==> src/rtl/dnn_argmax_fp16.sv <==
// Argmax over NUM_CLASSES signed scores read through the engine's out_idx/out mux.
// Optional ARGMAX_CONF_EN adds runner-up tracking with margin and low_conf outputs.
module dnn_argmax_fp16 #(
  parameter int unsigned                  DATA_WIDTH  = 16,
  parameter int unsigned                  NUM_CLASSES = 10,
  parameter int unsigned                  IDX_WIDTH   = 4,
  parameter logic signed [DATA_WIDTH-1:0] CONF_THRESH = 16'sd256
) (
  input  logic                  clk,
  input  logic                  rst,
  input  logic                  start,
  input  logic                  clear,
  output logic [IDX_WIDTH-1:0]  out_idx,
  input  logic [DATA_WIDTH-1:0] out,
  output logic                  busy,
  output logic                  valid,
  output logic [IDX_WIDTH-1:0]  digit,
  output logic [DATA_WIDTH-1:0] max_val,
  output logic [DATA_WIDTH-1:0] margin,
  output logic                  low_conf
);

  localparam logic [IDX_WIDTH-1:0] LAST_IDX = IDX_WIDTH'(NUM_CLASSES - 1);

  typedef enum logic [1:0] {
    ST_IDLE = 2'd0,
    ST_SCAN = 2'd1,
    ST_DONE = 2'd2
  } state_e;

  state_e                        state_q, state_d;
  logic [IDX_WIDTH-1:0]          idx_q, idx_d;
  logic                          busy_q, busy_d;
  logic                          valid_q, valid_d;
  logic [IDX_WIDTH-1:0]          digit_q, digit_d;
  logic signed [DATA_WIDTH-1:0]  max_val_q, max_val_d;
  logic signed [DATA_WIDTH-1:0]  run_max_q, run_max_d;
  logic [IDX_WIDTH-1:0]          run_idx_q, run_idx_d;

  logic signed [DATA_WIDTH-1:0]  out_s;
  logic signed [DATA_WIDTH-1:0]  cand_max;
  logic [IDX_WIDTH-1:0]          cand_idx;

  assign out_s = $signed(out);

`ifdef ARGMAX_CONF_EN
  localparam logic signed [DATA_WIDTH-1:0] MIN_VAL = {1'b1, {(DATA_WIDTH-1){1'b0}}};
  localparam logic [DATA_WIDTH-1:0]        MAX_POS = {1'b0, {(DATA_WIDTH-1){1'b1}}};

  logic signed [DATA_WIDTH-1:0]  ru_q, ru_d;
  logic [DATA_WIDTH-1:0]         margin_q, margin_d;
  logic                          low_conf_q, low_conf_d;
  logic signed [DATA_WIDTH-1:0]  cand_ru;
  logic signed [DATA_WIDTH:0]    diff;
  logic [DATA_WIDTH-1:0]         margin_c;
`endif

  // Fold the current sample into the running max (strict > keeps the lowest index on ties).
  always_comb begin
    cand_max = run_max_q;
    cand_idx = run_idx_q;
`ifdef ARGMAX_CONF_EN
    cand_ru  = ru_q;
`endif
    if (idx_q == '0) begin
      cand_max = out_s;
      cand_idx = idx_q;
`ifdef ARGMAX_CONF_EN
      cand_ru  = MIN_VAL;
`endif
    end else if (out_s > run_max_q) begin
      cand_max = out_s;
      cand_idx = idx_q;
`ifdef ARGMAX_CONF_EN
      cand_ru  = run_max_q;
`endif
    end
`ifdef ARGMAX_CONF_EN
    else if (out_s > ru_q) begin
      cand_ru = out_s;
    end
`endif
  end

`ifdef ARGMAX_CONF_EN
  // Difference is non-negative; saturate anything beyond the signed positive range.
  always_comb begin
    diff     = (DATA_WIDTH+1)'(cand_max) - (DATA_WIDTH+1)'(cand_ru);
    margin_c = diff[DATA_WIDTH-1] ? MAX_POS : diff[DATA_WIDTH-1:0];
  end
`endif

  always_comb begin
    state_d   = state_q;
    idx_d     = idx_q;
    busy_d    = busy_q;
    valid_d   = valid_q;
    digit_d   = digit_q;
    max_val_d = max_val_q;
    run_max_d = run_max_q;
    run_idx_d = run_idx_q;
`ifdef ARGMAX_CONF_EN
    ru_d       = ru_q;
    margin_d   = margin_q;
    low_conf_d = low_conf_q;
`endif

    unique case (state_q)
      ST_IDLE, ST_DONE: begin
        if (start) begin
          state_d = ST_SCAN;
          idx_d   = '0;
          busy_d  = 1'b1;
          valid_d = 1'b0;
        end
      end
      ST_SCAN: begin
        run_max_d = cand_max;
        run_idx_d = cand_idx;
`ifdef ARGMAX_CONF_EN
        ru_d      = cand_ru;
`endif
        if (idx_q == LAST_IDX) begin
          state_d   = ST_DONE;
          idx_d     = '0;
          busy_d    = 1'b0;
          valid_d   = 1'b1;
          digit_d   = cand_idx;
          max_val_d = cand_max;
`ifdef ARGMAX_CONF_EN
          margin_d   = margin_c;
          low_conf_d = $signed(margin_c) < CONF_THRESH;
`endif
        end else begin
          idx_d = idx_q + IDX_WIDTH'(1);
        end
      end
      default: begin
        state_d = ST_IDLE;
        idx_d   = '0;
        busy_d  = 1'b0;
        valid_d = 1'b0;
      end
    endcase

    if (clear) begin
      state_d   = ST_IDLE;
      idx_d     = '0;
      busy_d    = 1'b0;
      valid_d   = 1'b0;
      digit_d   = '0;
      max_val_d = '0;
`ifdef ARGMAX_CONF_EN
      margin_d   = '0;
      low_conf_d = 1'b0;
`endif
    end
  end

  always_ff @(posedge clk or negedge rst) begin
    if (!rst) begin
      state_q   <= ST_IDLE;
      idx_q     <= '0;
      busy_q    <= 1'b0;
      valid_q   <= 1'b0;
      digit_q   <= '0;
      max_val_q <= '0;
      run_max_q <= '0;
      run_idx_q <= '0;
`ifdef ARGMAX_CONF_EN
      ru_q       <= '0;
      margin_q   <= '0;
      low_conf_q <= 1'b0;
`endif
    end else begin
      state_q   <= state_d;
      idx_q     <= idx_d;
      busy_q    <= busy_d;
      valid_q   <= valid_d;
      digit_q   <= digit_d;
      max_val_q <= max_val_d;
      run_max_q <= run_max_d;
      run_idx_q <= run_idx_d;
`ifdef ARGMAX_CONF_EN
      ru_q       <= ru_d;
      margin_q   <= margin_d;
      low_conf_q <= low_conf_d;
`endif
    end
  end

  assign out_idx = idx_q;
  assign busy    = busy_q;
  assign valid   = valid_q;
  assign digit   = digit_q;
  assign max_val = max_val_q;

`ifdef ARGMAX_CONF_EN
  assign margin   = margin_q;
  assign low_conf = low_conf_q;
`else
  logic unused_conf;
  assign unused_conf = ^CONF_THRESH;
  assign margin      = '0;
  assign low_conf    = 1'b0;
`endif

endmodule

==> config.mk <==
export PLATFORM = sky130hd
export DESIGN_NAME = dnn_argmax_fp16
export DESIGN_NICKNAME = d
export VERILOG_FILES = /design/src/rtl/dnn_argmax_fp16.sv
export SDC_FILE = /design/constraint.sdc
export NUM_CORES = 1
export LEC_CHECK = 0
export CELL_PAD_IN_SITES_DETAIL_PLACEMENT = 0
export CELL_PAD_IN_SITES_GLOBAL_PLACEMENT = 2
export CORE_AREA = 2 2 101 103
export DETAILED_ROUTE_END_ITERATION = 10
export DIE_AREA = 0 0 103 105
export GPL_TIMING_DRIVEN = 0
export PLACE_DENSITY = 0.73
export SYNTH_ARGS = -nofsm -noshare
export SYNTH_HDL_FRONTEND = slang
export SYNTH_SLANG_ARGS = --single-unit
==> constraint.sdc <==
create_clock -name clk -period 2.3 [get_ports clk]
set_input_delay 0.46 -clock clk [delete_from_list [all_inputs] [get_ports clk]]
set_output_delay 0.46 -clock clk [all_outputs]
set_load 0.02 [all_outputs]
Word-level counts from Yosys, hierarchy flattened

Cells that the tools add are included.

$lt $le $gt $ge: 1
Reductions and logical operators: 7
Equal/unequal tests: 5
Mux-type cells: 26
Add/subtract/negate cells: 1

Operator list:

| kind                                                             | count |
|---|---|
| 16-bit two-way mux                                               | 5 |
| 4-bit two-way mux                                                | 8 |
| 16-bit > comparator                                              | 1 |
| 4-bit one-hot mux with 2 select lines                            | 1 |
| 1-bit two-way mux                                                | 6 |
| 2-bit two-way mux                                                | 3 |
| 3-bit != test (second input constant)                            | 2 |
| 4-bit by 1-bit adder with 4-bit output (second input constant)   | 1 |
| 4-bit == test (second input constant)                            | 1 |
| 4-bit zero test                                                  | 1 |
| 1-bit one-hot mux with 2 select lines                            | 2 |
| 2-bit one-hot mux with 2 select lines                            | 1 |
| 2-bit AND reduction                                              | 2 |
| 2-bit nonzero test                                               | 2 |
| 2-bit by 1-bit == test with 1-bit output (second input constant) | 1 |
| 2-bit == test (second input constant)                            | 1 |
| 2-bit zero test                                                  | 1 |
| 2-bit OR reduction                                               | 1 |

Output and inout port bits: 43
Input bits: 20
Register bits: 48
Logic and storage cells: 48

Depth between registers and ports, before layout

Gate-level depths: netlist (run 1).

Depth in word-level cells: 6
Mapped depth: 10

Worst setup path after synthesis (run 1)

Ideal clock, no wire load.

Kind: input to register
Start: input port out[15]
End: register run_max_q[0]
Required time: 2175 ps
Library setup time: 125 ps
Stages on the path: 9
Setup slack: -259 ps
Arrival: 2434 ps
Cells stage by stage: ha_1 nand4_1 or2_0 a211o_1 and4_4 buf_6 a211oi_2 buf_4 mux2_2

Word-level cells in the longest chain between the ends: 3

RTL lines:

| what                 | line | text |
|---|---|---|
| start, declared      | 14   | `input logic [DATA_WIDTH-1:0] out,` |
| 16-bit > comparator  | 71   | `end else if (out_s > run_max_q) begin` |
| 16-bit two-way mux   | 71   |  |
| 16-bit two-way mux   | 65   | `if (idx_q == '0) begin` |
| end signal, assigned | 182  | `run_max_q <= run_max_d;` |
| end, declared        | 37   | `logic signed [DATA_WIDTH-1:0] run_max_q, run_max_d;` |

Every way passes these cells.
A chain may end at the register's enable or synchronous reset.

Worst setup path after layout (run 1)

Start: input port out[12]
End: register run_max_q[12]

Word-level cells in the longest chain between the ends: 3

RTL lines:

| what                 | line |
|---|---|
| 16-bit > comparator  | 71 |
| 16-bit two-way mux   | 71 |
| 16-bit two-way mux * | 65 |

Every way passes the cells marked *; elsewhere a longest branch is shown, timed or not.

==> summary.txt, run 1 <==
Clk pin slew, worst setup/hold paths - 0.09 ns
VDD IR max - 0.000259 V
initial antenna violation count - 0
element type at the critical path end - register
CTS buffer count - 5
die area - 10,800 µm²
failing checks - negative setup slack
R2R depth - 10
Final Hold Vio Count - 0
FF-to-FF Start - run_max_q[14]$_DFFE_PN0P_
HPWL Detailed - 4470 µm
# IOs - 63
Worst Tran Pin Value - 0.715 ns
RSZ-0062 raised after global routing - yes
# diodes - 0
relative slew slack - 52.0%
first drt pass iteration count - 4
FF-to-FF End - run_max_q[12]$_DFFE_PN0P_
root buf cell - clkbuf_8
synthesized instance count - 241
Mapped Area - 2660 µm²
TNS Setup - -10.37 ns
area delta synth->final - 46.7%
top-count cell post-synth - dfrtp_1
# Max-Cap Violations - 0
GRT Overall Usage - 12.8%
global-route wire length before repair - 10,900 µm
run status - finished with violations
Async S/R FF share, synth - 100%
deepest clock path buffer count - 2
Final min period - 2.60 ns
worst-path fanout max - 5
clock sinks - 47
vias in the first global route - 2,105
Critical Path Start Type - input port
Die Span X - 103 µm
syn avg cell area - 11.0 µm²
synth cell count leaders - dfrtp_1 (47), inv_1 (22), buf_4 (20)
# fillers - 992
Hold Crit Class - input port to async pin
Core ar. - 9640 µm²
Final Cycle Share - 113%
Max Clock Skew - 0.00814 ns
R2R setup slack - -0.29 ns
# rows - 36
Net count, final - 371
GP Congestion - 0.707
top area cells in the synthesized netlist - dfrtp_1 (44%), ha_1 (8.9%), a221o_1 (7.2%)
Pleak - 1.82 nW
post-synthesis sequential area ratio - 44.3%
H-tree levels - 2
gr ovfl total - 0
Post-synth top flop - dfrtp_1
starting density of the core - 27.6%
clock latency on the worst-skew pair - 0.30 ns
Layout Cells excl Fill - 466
Port Buf Inserts - 45
Final Core Density - 40.4%
EDFF count, synth - 0
layout cells sized above 1 - 29.4%
endpoints failing setup - 40
FMAX - 0.384 GHz
wire length after detailed routing - 6670 µm
Antenna Nets Post-Route - 0
crit path DAT - 2.79 ns
DRC - 0
initial drt markers - 64
Yosys warnings - 0
worst endpoint required time - 2.49 ns
setup ws final - -0.302 ns
CTS tree - done
critical path start-end classification - input port to register
via count - 2,061
max-slew violations - 0
routed length per instance - 14.3 µm
Die Span Y - 105 µm
synth unique cells - 42
Synth top area share - 44.3%
Post-Place Cells - 436
Vias/cell - 4.42
cell accounting for the most synthesized area - dfrtp_1
largest net degree at the start of global routing - 34
FF+latch count, synth - 47
pwr dens - 596 nW/µm²
-- worst max-delay path by stage --
stage                                         start                   endpoint  slack (ns)  cells past startpoint
after floorplan                             out[11]   run_idx_q[0]$_DFFE_PN0P_       -0.16                      9
after global placement                      out[15]    max_val[13]$_DFFE_PN0P_       -1.05                      9
after detailed placement                    out[14]     max_val[1]$_DFFE_PN0P_       -1.06                      9
after CTS                 run_max_q[15]$_DFFE_PN0P_    max_val[13]$_DFFE_PN0P_       -0.32                     11
after global routing       run_max_q[9]$_DFFE_PN0P_  run_max_q[13]$_DFFE_PN0P_       -0.38                     10
final                                       out[12]  run_max_q[12]$_DFFE_PN0P_       -0.30                     10
-- power by group --
part	switching, W	leakage, nW	internal [W]
Sequential	0.0000813	0.616	0.000922
Clock	0.000283	0.0422	0.000214
Combinational	0.000378	1.16	0.000445
Total	0.000743	1.82	0.00158
-- logic make-up (layout without fill, tap and decap cells) --
logic type	Yosys count	count (layout)	synth area share, %
flip-flops	47	47	44.3
other	1	17	0.141
AND/OR/NAND/NOR	61	61	12.7
multiplexers	19	19	8.48
AO/OA/AOI/OAI	48	48	15.5
adder cells (fa/ha/maj)	19	19	8.95
buffers and inverters	46	122	9.89
-- repair_timing --
item / 4_1_cts / 5_1_grt
setup endpoints to repair: 40 / 40
buffers inserted: 16 / 6
hold buffers: 0 / 0
pin swaps: 16 / 7
cloned: 3 / 0
gates resized for setup: 40 / 16
-- state kept, by name, indices dropped and copies added (netlist names) --
signal,count
max_val,16
run_max_q,16
digit,4
out_idx,4
run_idx_q,4
busy,1
state_q,1
valid,1
-- critical path, stage by stage --
cell and delay (ns):
dlygate4sd2_1 0.28, ha_4 0.27, nand4_1 0.14, or2_1 0.27, a211o_1 0.31, and4_4 0.21, a211oi_4 0.24, buf_6 0.16
buf_8 0.13, mux2_4 0.30
-- metal layers --
layer / routed length (µm) / global-route usage [%] / vias to the layer above
met5: 0 / 0 / -
met1: 3120 / 17.5 / 992
met3: 319 / 3.01 / 9
met4: 90 / 3.01 / 0
li1: - / - / 1007
met2: 3130 / 20.5 / 53
-- layout by cell type (no fill, tap or decap), types with 3 or more instances in the layout --
cell,synthesis,routed
a21oi_1,8,8
a221o_1,19,19
and2_1,19,19
buf_4,20,31
buf_6,2,9
buf_8,0,4
clkbuf_1,2,4
clkbuf_8,0,5
clkdlybuf4s15_1,0,3
clkdlybuf4s50_1,0,28
conb_1,1,17
dfrtp_1,47,47
dlygate4sd2_1,0,10
ha_1,19,10
ha_4,0,9
inv_1,22,17
inv_2,0,5
mux2_4,0,18
nand2_1,14,14
nand4_1,4,4
nor2_1,5,5
nor3_1,4,4
o21ai_0,5,5
-- per-stage QoR --
stage	cell area (µm²)	power (W)	worst slack (ns)	hold slack [ns]
2_1_floorplan	2890	0.00152	-0.158	0.164
3_3_place_gp	3510	0.00170	-1.05	0.497
3_5_place_dp	3520	0.00171	-1.06	0.398
4_1_cts	3810	0.00230	-0.319	0.0668
5_1_grt	3900	0.00248	-0.379	0.0807
6_report	3900	0.00232	-0.302	0.0573
-- final cells by class --
type | instances | area [µm²] | area share [%]
Multi-Input combinational cell | 164 | 1530 | 39.3
Sequential cell | 47 | 1180 | 30.2
Timing Repair Buffer | 69 | 673 | 17.3
Buffer | 23 | 188 | 4.82
Tap cell | 133 | 166 | 4.27
Inverter | 22 | 82.6 | 2.12
Clock buffer | 7 | 76.3 | 1.96
Clock inverter | 1 | 5.00 | 0.128
Power figures use the tool's default switching activity.
==> run 2: changes to the inputs <==
MAX_ROUTING_LAYER = met4   (was not set)
==> summary.txt, run 2 (same netlist as run 1, synthesis figures left out) <==
run status - finished with violations
failing checks - negative setup slack
final hold slack - 0.0562 ns
GP Congestion - 0.715
FF-to-FF Start - run_max_q[14]$_DFFE_PN0P_
commonest non-fill, non-tap cell in the layout - dfrtp_1
Critical Path Start Type - input port
critical path launch point - out[12]
initial drt markers - 70
VDD IR max - 0.000258 V
R2R depth - 10
relative slew slack - 51.6%
Vias/cell - 4.41
Worst Tran Pin Value - 0.720 ns
die area - 10,800 µm²
FMAX - 0.384 GHz
Post-Place Cells - 436
Die Span Y - 105 µm
Final min period - 2.61 ns
deepest clock path buffer count - 2
DRC - 0
via count - 2,057
Clk pin slew, worst setup/hold paths - 0.09 ns
Final Cycle Share - 113%
gr ovfl total - 0
Hold Crit Class - input port to async pin
Pleak - 1.82 nW
# IOs - 63
max-slew violations - 0
FF/Latch Area - 1180 µm²
layout cells sized above 1 - 29.4%
# rows - 36
Net count, final - 371
RSZ-0062 raised after global routing - yes
routed length per instance - 14.3 µm
Core ar. - 9640 µm²
clock sinks - 47
setup ws final - -0.307 ns
area of the multi-input gates - 1530 µm²
worst endpoint required time - 2.49 ns
# diodes - 0
routing usage on met3 - 3.01%
element type at the critical path end - register
starting density of the core - 27.6%
clock latency on the worst-skew pair - 0.30 ns
critical path start-end classification - input port to register
R2R setup slack - -0.29 ns
area delta synth->final - 46.7%
Final Core Density - 40.4%
endpoints failing setup - 40
global route hottest layer - met2
Port Buf Inserts - 45
largest net degree at the start of global routing - 34
Layout Cells excl Fill - 466
HPWL Detailed - 4470 µm
wire length after detailed routing - 6660 µm
global-route wire length before repair - 10,900 µm
Global Route met1 Usage - 17.5%
H-tree levels - 2
CTS buffer count - 5
GRT Overall Usage - 13.2%
worst-path fanout max - 5
Max Clock Skew - 0.00776 ns
FF-to-FF End - run_max_q[12]$_DFFE_PN0P_
crit path DAT - 2.80 ns
M2 GR Usage - 20.5%
Final Hold Vio Count - 0
hold-fix buffers at CTS - 0
Antenna Nets Post-Route - 0
first drt pass iteration count - 4
# Max-Cap Violations - 0
CTS tree - done
TNS Setup - -10.50 ns
pwr dens - 596 nW/µm²
initial antenna violation count - 0
Die Span X - 103 µm
commonest non-fill, non-tap cells in the layout - dfrtp_1 (47), buf_4 (31), clkdlybuf4s50_1 (28)
root buf cell - clkbuf_8
vias in the first global route - 2,108
# fillers - 992
run 2: cell counts in the layout (fill, tap and decap cells not counted):
No cell type changed its count.
run 2: cell type report:
type,instances,share of cell area (%)
clock inverters,1,0.128
clock buffers,7,1.96
inverters,22,2.12
repair buffers,69,17.3
multi-input cells,164,39.3
flip-flops and latches,47,30.2
well taps,133,4.27
plain buffers,23,4.82
run 2: through the flow:
step                instance area (µm²)  setup WS (ns)  power [W]
finish                             3900         -0.307    0.00232
CTS                                3810         -0.319    0.00230
global route                       3900         -0.379    0.00248
detailed placement                 3520          -1.06    0.00171
floorplan                          2890         -0.158    0.00152
global placement                   3510          -1.05    0.00170
run 2: worst max-delay path, cell delays in order:
cell	delay (ns)
dlygate4sd2_1	0.28
ha_4	0.27
nand4_1	0.14
or2_1	0.27
a211o_1	0.32
and4_4	0.21
a211oi_4	0.25
buf_6	0.16
buf_8	0.13
mux2_4	0.30
run 2: power breakdown:
group / internal, W / leakage (nW) / total (W) / switching (W)
Sequential: 0.000922 / 0.616 / 0.00100 / 0.0000817
Combinational: 0.000445 / 1.16 / 0.000822 / 0.000378
Clock: 0.000214 / 0.0422 / 0.000498 / 0.000284
Total: 0.00158 / 1.82 / 0.00232 / 0.000744
run 2: metal layers:
metal	part of all wire, %	up-vias
met5	0	-
met4	1.5	0
met3	5.2	11
met2	47	55
met1	46	984
li1	-	1007
run 2: how the worst max path moves through the flow:
stage / cells after the start / endpoint / slack (ns)
after floorplan: 9 / run_idx_q[0]$_DFFE_PN0P_ / -0.16
after global placement: 9 / max_val[13]$_DFFE_PN0P_ / -1.05
after detailed placement: 9 / max_val[1]$_DFFE_PN0P_ / -1.06
after CTS: 11 / max_val[13]$_DFFE_PN0P_ / -0.32
after global routing: 10 / run_max_q[13]$_DFFE_PN0P_ / -0.38
final: 10 / run_max_q[12]$_DFFE_PN0P_ / -0.31
run 2: repair_timing:
| item | CTS | global route |
|---|---|---|
| buffers inserted | 16 | 6 |
| pin swaps | 16 | 7 |
| cloned | 3 | 0 |
| resized for setup | 40 | 16 |
| setup endpoints to repair | 40 | 40 |
